===== config.mk =====
export PLATFORM = sky130hd
export DESIGN_NAME = mips_mc_control
export DESIGN_NICKNAME = d
export VERILOG_FILES = /design/src/rtl/mips_mc_pkg.sv /design/src/rtl/mips_mc_control.sv
export SDC_FILE = /design/constraint.sdc
export NUM_CORES = 1
export LEC_CHECK = 0
export CAP_MARGIN = 0
export CORE_MARGIN = 3
export CORE_UTILIZATION = 38
export CTS_CLUSTER_DIAMETER = 60
export CTS_CLUSTER_SIZE = 24
export DETAILED_ROUTE_END_ITERATION = 6
export GPL_ROUTABILITY_DRIVEN = 1
export GPL_TIMING_DRIVEN = 0
export HOLD_SLACK_MARGIN = 0.03
export PLACE_DENSITY = 0.86
export SYNTH_ARGS = -nofsm -noshare
export SYNTH_HDL_FRONTEND = slang
export SYNTH_SLANG_ARGS = --single-unit

===== constraint.sdc =====
create_clock -name clk -period 1.8 [get_ports clk]
set_input_delay 0.36 -clock clk [delete_from_list [all_inputs] [get_ports clk]]
set_output_delay 0.36 -clock clk [all_outputs]
set_load 0.01 [all_outputs]

===== src/rtl/mips_mc_pkg.sv =====
// Shared encodings for the multi-cycle MIPS main control FSM: states, opcodes,
// mux select constants and the bundled control word.
package mips_mc_pkg;

  typedef enum logic [3:0] {
    S_FETCH   = 4'd0,
    S_DECODE  = 4'd1,
    S_MEMADR  = 4'd2,
    S_MEMRD   = 4'd3,
    S_MEMWB   = 4'd4,
    S_MEMWR   = 4'd5,
    S_EXECUTE = 4'd6,
    S_ALUWB   = 4'd7,
    S_BRANCH  = 4'd8,
    S_ADDIEX  = 4'd9,
    S_ADDIWB  = 4'd10,
    S_JUMP    = 4'd11
  } state_t;

  localparam logic [5:0] OP_R    = 6'h00;
  localparam logic [5:0] OP_LW   = 6'h23;
  localparam logic [5:0] OP_SW   = 6'h2B;
  localparam logic [5:0] OP_BEQ  = 6'h04;
  localparam logic [5:0] OP_ADDI = 6'h08;
  localparam logic [5:0] OP_J    = 6'h02;

  localparam logic [1:0] ALUOP_ADD   = 2'b00;
  localparam logic [1:0] ALUOP_SUB   = 2'b01;
  localparam logic [1:0] ALUOP_FUNCT = 2'b10;

  localparam logic [1:0] PCSRC_ALU    = 2'b00;
  localparam logic [1:0] PCSRC_ALUOUT = 2'b01;
  localparam logic [1:0] PCSRC_JUMP   = 2'b10;

  localparam logic [1:0] ALUSRCB_RT     = 2'b00;
  localparam logic [1:0] ALUSRCB_FOUR   = 2'b01;
  localparam logic [1:0] ALUSRCB_IMM    = 2'b10;
  localparam logic [1:0] ALUSRCB_IMM_SH = 2'b11;

  typedef struct packed {
    logic       pc_write;
    logic       pc_write_cond;
    logic [1:0] pc_source;
    logic       iord;
    logic       mem_read;
    logic       mem_write;
    logic       ir_write;
    logic       reg_dst;
    logic       reg_write;
    logic       mem_to_reg;
    logic       alu_src_a;
    logic [1:0] alu_src_b;
    logic [1:0] alu_op;
    logic       illegal_op;
  } ctrl_t;

  function automatic logic is_legal_op(input logic [5:0] op);
    return (op == OP_R) || (op == OP_LW) || (op == OP_SW) ||
           (op == OP_BEQ) || (op == OP_ADDI) || (op == OP_J);
  endfunction

endpackage


===== src/rtl/mips_mc_control.sv =====
// Main control FSM of the multi-cycle MIPS core: one micro-step per clock,
// Moore outputs decoded from state, with mem_ready/zero gating applied combinationally.
module mips_mc_control
  import mips_mc_pkg::*;
#(
  parameter int OPCODE_W = 6,
  parameter int ALUOP_W  = 2
) (
  input  logic                clk,
  input  logic                rst,
  input  logic [OPCODE_W-1:0] opcode,
  input  logic                zero,
  input  logic                mem_ready,
  output logic                pc_en,
  output logic [1:0]          pc_source,
  output logic                iord,
  output logic                mem_read,
  output logic                mem_write,
  output logic                ir_write,
  output logic                reg_dst,
  output logic                reg_write,
  output logic                mem_to_reg,
  output logic                alu_src_a,
  output logic [1:0]          alu_src_b,
  output logic [ALUOP_W-1:0]  alu_op,
  output logic                illegal_op,
  output logic [3:0]          state_out
);

  // Memory handshake: mem_read/mem_write is a request held steady every cycle
  // of a memory state; the access completes in the cycle mem_ready is 1, and
  // only then does the FSM advance (and FETCH load IR / PC).

  state_t state;
  state_t state_next;
  ctrl_t  ctrl;
  logic [5:0] op;

  assign op = 6'(opcode);

  always_ff @(posedge clk) begin
    if (!rst) state <= S_FETCH;
    else      state <= state_next;
  end

  always_comb begin
    state_next = S_FETCH;
    case (state)
      S_FETCH:   state_next = mem_ready ? S_DECODE : S_FETCH;
      S_DECODE: begin
        case (op)
          OP_LW, OP_SW: state_next = S_MEMADR;
          OP_R:         state_next = S_EXECUTE;
          OP_BEQ:       state_next = S_BRANCH;
          OP_ADDI:      state_next = S_ADDIEX;
          OP_J:         state_next = S_JUMP;
          default:      state_next = S_FETCH;
        endcase
      end
      // Opcode cannot change mid-instruction; anything else here is bogus, so refetch.
      S_MEMADR: begin
        if (op == OP_LW)      state_next = S_MEMRD;
        else if (op == OP_SW) state_next = S_MEMWR;
        else                  state_next = S_FETCH;
      end
      S_MEMRD:   state_next = mem_ready ? S_MEMWB : S_MEMRD;
      S_MEMWB:   state_next = S_FETCH;
      S_MEMWR:   state_next = mem_ready ? S_FETCH : S_MEMWR;
      S_EXECUTE: state_next = S_ALUWB;
      S_ALUWB:   state_next = S_FETCH;
      S_BRANCH:  state_next = S_FETCH;
      S_ADDIEX:  state_next = S_ADDIWB;
      S_ADDIWB:  state_next = S_FETCH;
      S_JUMP:    state_next = S_FETCH;
      default:   state_next = S_FETCH;
    endcase
  end

  always_comb begin
    ctrl = '0;
    case (state)
      S_FETCH: begin
        ctrl.mem_read  = 1'b1;
        ctrl.alu_src_b = ALUSRCB_FOUR;
        ctrl.ir_write  = mem_ready;
        ctrl.pc_write  = mem_ready;
      end
      S_DECODE: begin
        ctrl.alu_src_b  = ALUSRCB_IMM_SH;
        ctrl.illegal_op = !is_legal_op(op);
      end
      S_MEMADR, S_ADDIEX: begin
        ctrl.alu_src_a = 1'b1;
        ctrl.alu_src_b = ALUSRCB_IMM;
      end
      S_MEMRD: begin
        ctrl.mem_read = 1'b1;
        ctrl.iord     = 1'b1;
      end
      S_MEMWB: begin
        ctrl.reg_write  = 1'b1;
        ctrl.mem_to_reg = 1'b1;
      end
      S_MEMWR: begin
        ctrl.mem_write = 1'b1;
        ctrl.iord      = 1'b1;
      end
      S_EXECUTE: begin
        ctrl.alu_src_a = 1'b1;
        ctrl.alu_src_b = ALUSRCB_RT;
        ctrl.alu_op    = ALUOP_FUNCT;
      end
      S_ALUWB: begin
        ctrl.reg_write = 1'b1;
        ctrl.reg_dst   = 1'b1;
      end
      S_BRANCH: begin
        ctrl.alu_src_a     = 1'b1;
        ctrl.alu_op        = ALUOP_SUB;
        ctrl.pc_write_cond = 1'b1;
        ctrl.pc_source     = PCSRC_ALUOUT;
      end
      S_ADDIWB:  ctrl.reg_write = 1'b1;
      S_JUMP: begin
        ctrl.pc_write  = 1'b1;
        ctrl.pc_source = PCSRC_JUMP;
      end
      default: ctrl = '0;
    endcase
    // Reset overrides in the same cycle so an aborted instruction leaves no strobe behind.
    if (!rst) ctrl = '0;
  end

  assign pc_en      = ctrl.pc_write | (ctrl.pc_write_cond & zero);
  assign pc_source  = ctrl.pc_source;
  assign iord       = ctrl.iord;
  assign mem_read   = ctrl.mem_read;
  assign mem_write  = ctrl.mem_write;
  assign ir_write   = ctrl.ir_write;
  assign reg_dst    = ctrl.reg_dst;
  assign reg_write  = ctrl.reg_write;
  assign mem_to_reg = ctrl.mem_to_reg;
  assign alu_src_a  = ctrl.alu_src_a;
  assign alu_src_b  = ctrl.alu_src_b;
  assign alu_op     = ALUOP_W'(ctrl.alu_op);
  assign illegal_op = ctrl.illegal_op;
  assign state_out  = rst ? 4'(state) : 4'(S_FETCH);

endmodule

==> flow_metrics.tcl <==
set metrics [dict create \
    design_area_um2 974.7 \
    endpoint_kind "output pin" \
    io_pins 30 \
    ir_drop_mv 0.3104 \
    dp.cells 133 \
    worstMarginPinSlew_ps 326.6 \
    reg2reg_to "state[1]$_SDFF_PN0_" \
    fin_worst_skew_ps 9.027 \
    leakage_nw 0.4098 \
    hold_viol_final 0 \
    setup_viol 0 \
    io_buffers 28 \
    grt_max_degree 11 \
    slew_violations 0 \
    reg2reg_depth 5 \
    clkSinkCount 4 \
    hpwl_mm 1.496 \
    syn2layout_area_growth_pct 67.53 \
    core_region_area_um2 1366 \
    design.die.area_um2 2037 \
    clk_pin_slew_ps 40 \
    antenna_found_initial 0 \
    finalWirelength_mm 2.371 \
    drive_gt1_frac 0.3440 \
    ys_seq_area_frac 0.1376 \
    clk_latency_ps 260 \
    drc 0 \
    hold_path_class "in2reg" \
    p_per_area_nw_per_um2 335.7 \
    ctsRootBufferMaster "clkbuf_4" \
    synthesis.area_um2 581.8 \
    yosys_warnings 0 \
    synthTopCellsByArea "dfxtp_1 14%, nor2_1 8.4%, nor3_1 7.7%, a21oi_1 6.0%, xor2_1 4.5%" \
    grt_pass1_wl_mm 3.650 \
    clock_tree.buffer_depth 2 \
    cts_buffers 3 \
    gr-usage-all-layers 0.2437 \
    slew-limit-headroom 0.7800 \
    avgSynthCellArea_um2 6.465 \
    synth_cells 90 \
    antenna_left 0 \
    min_delay_worst_endpoint "state[3]$_SDFF_PN0_" \
    clock.fmax_mhz 559.0 \
    rsz0062_at_grt "true" \
    start_kind "primary input" \
    layout.cells.non_filler 140 \
    yosysUniqueCellTypes 34 \
    dr.pass1.iters 4 \
    dr.first_iter.drc_count 40 \
    hold_ws_ps 528.5 \
    start_util 0.4258 \
    std_cell_rows 13 \
    ys_seq_elements 4 \
    top_regs "state (4)" \
    placed_area_um2 880.8 \
    crit_type "in2out" \
    vias 871 \
    fin_tns_setup_ps 0 \
    outcome "finished clean" \
    r2r_slack_ps 370 \
    n_antenna_cell 0 \
    fillers 103 \
    syn_nets 100 \
    period_needed_ps 1789 \
    chipWidth_um 45.13 \
    worstPathMaxFanout 7 \
    wire_per_inst_um 16.94 \
    cts_tree "yes" \
    required_ps 1440 \
    avgViaCountPerCell 6.221 \
    gp_congestion 0.8387 \
    cp.arrival_ps 1430 \
    largest_reg_flops 4 \
    grt.overflow.total 0 \
    fin_nets 137 \
    grt_pass1_vias 794 \
    maxCapViolCount 0 \
    min_from "opcode[2]" \
    fp.dieH_um 45.13 \
    fin_crit_sh 0.9939 \
    synth_top_area_cell "dfxtp_1" \
    r2r_start "state[0]$_SDFF_PN0_" \
    holdPathStages 4 \
    synth.top_cell.area_share 0.1376 \
    htree_levels 1 \
    regMostFlops "state" \
]
metrics by stage:
stage                     power (W)  setup WS (ps)    util
after floorplan           0.0001436          118.6       -
after global placement    0.0001965         -777.5  0.6447
after detailed placement  0.0001993         -828.6  0.6447
after CTS                 0.0003141         -51.07  0.7051
after global routing      0.0003447         -66.24  0.7134
final                     0.0003272          10.97  0.7134
timing repair:
item,4_1_cts,5_1_grt
setup endpoints to repair,21,13
pin swaps,2,2
setup buffers,3,3
hold buffers,0,0
gates resized for setup,68,24
critical path, stage by stage:
cell and delay [ps]:
buf_4 140, or3_4 380, nor4_4 180, nor2_1 60, and3_1 170, buf_2 130
synth_stat cells (all sizes together):
cell	instances
nor2	13
nor3	9
a21oi	7
nand2	6
nand3	5
clkbuf	4
dfxtp	4
nor4	4
o21ai	4
nor2b	3
xor2	3
a211oi	2
a31oi	2
and2	2
buf	2
inv	2
nand2b	2
o211ai	2
or3	2
a2111oi	1
a21o	1
a22oi	1
and3	1
and4	1
clkinv	1
mux2i	1
nor3b	1
nor4b	1
o2111ai	1
o22ai	1
or4	1
layer usage:
metal,vias to the layer above,global-route usage,wire length (um)
li1,408,-,-
met1,410,0.3071,908
met2,47,0.3870,1252
met3,6,0.07968,196
met4,0,0.08187,14
met5,-,0,0
report_power, final:
group	total [W]	switching [W]	leakage, nW	internal (W)
combinational	0.000112	0.0000619	0.361	0.0000503
clock	0.000126	0.0000505	0.0138	0.0000755
sequential	0.0000890	0.00000302	0.0355	0.0000860
total	0.000327	0.000115	0.410	0.000212
how the worst max path moves through the flow:
stage	from	end	slack, ps	depth (start not counted)
floorplan	state[1]$_SDFF_PN0_	pc_en	120	5
global placement	opcode[3]	illegal_op	-780	6
detailed placement	opcode[3]	illegal_op	-830	6
CTS	opcode[3]	illegal_op	-50	6
global route	opcode[3]	illegal_op	-70	6
finish	opcode[3]	illegal_op	10	6
cells in the final DEF (no fill, tap or decap), drive strengths merged, types with 2 or more instances in the layout:
cell type / Yosys / final
buf: 2 / 12
clkdlybuf4s50: 0 / 3
o21ai: 4 / 4
nor3: 9 / 9
dfxtp: 4 / 4
nand3: 5 / 5
nand2: 6 / 6
a211oi: 2 / 2
o211ai: 2 / 2
dlygate4sd2: 0 / 7
xor2: 3 / 3
nor2: 13 / 13
and2: 2 / 2
nor4: 4 / 4
nor2b: 3 / 3
nand2b: 2 / 2
inv: 2 / 2
a21oi: 7 / 7
clkbuf: 4 / 12
a31oi: 2 / 2
clkdlybuf4s15: 0 / 6
or3: 2 / 2
layout make-up:
class / instances / area (um2) / share of cell area
multi-input cells: 77 / 501.7 / 0.5148
repair buffers: 34 / 267.8 / 0.2747
flip-flops and latches: 4 / 95.09 / 0.09756
plain buffers: 4 / 50.05 / 0.05135
clock buffers: 3 / 22.52 / 0.02311
inverters: 3 / 18.77 / 0.01926
well taps: 15 / 18.77 / 0.01926
cell families after synthesis:
kind of cell | after synthesis | share of synthesized area
buffers and inverters | 9 | 0.07095
multiplexers | 1 | 0.01720
AO/OA/AOI/OAI | 22 | 0.2451
XOR/XNOR | 3 | 0.04517
AND/OR/NAND/NOR | 51 | 0.4839
flip-flops | 4 | 0.1376
Power figures use the tool's default switching activity.
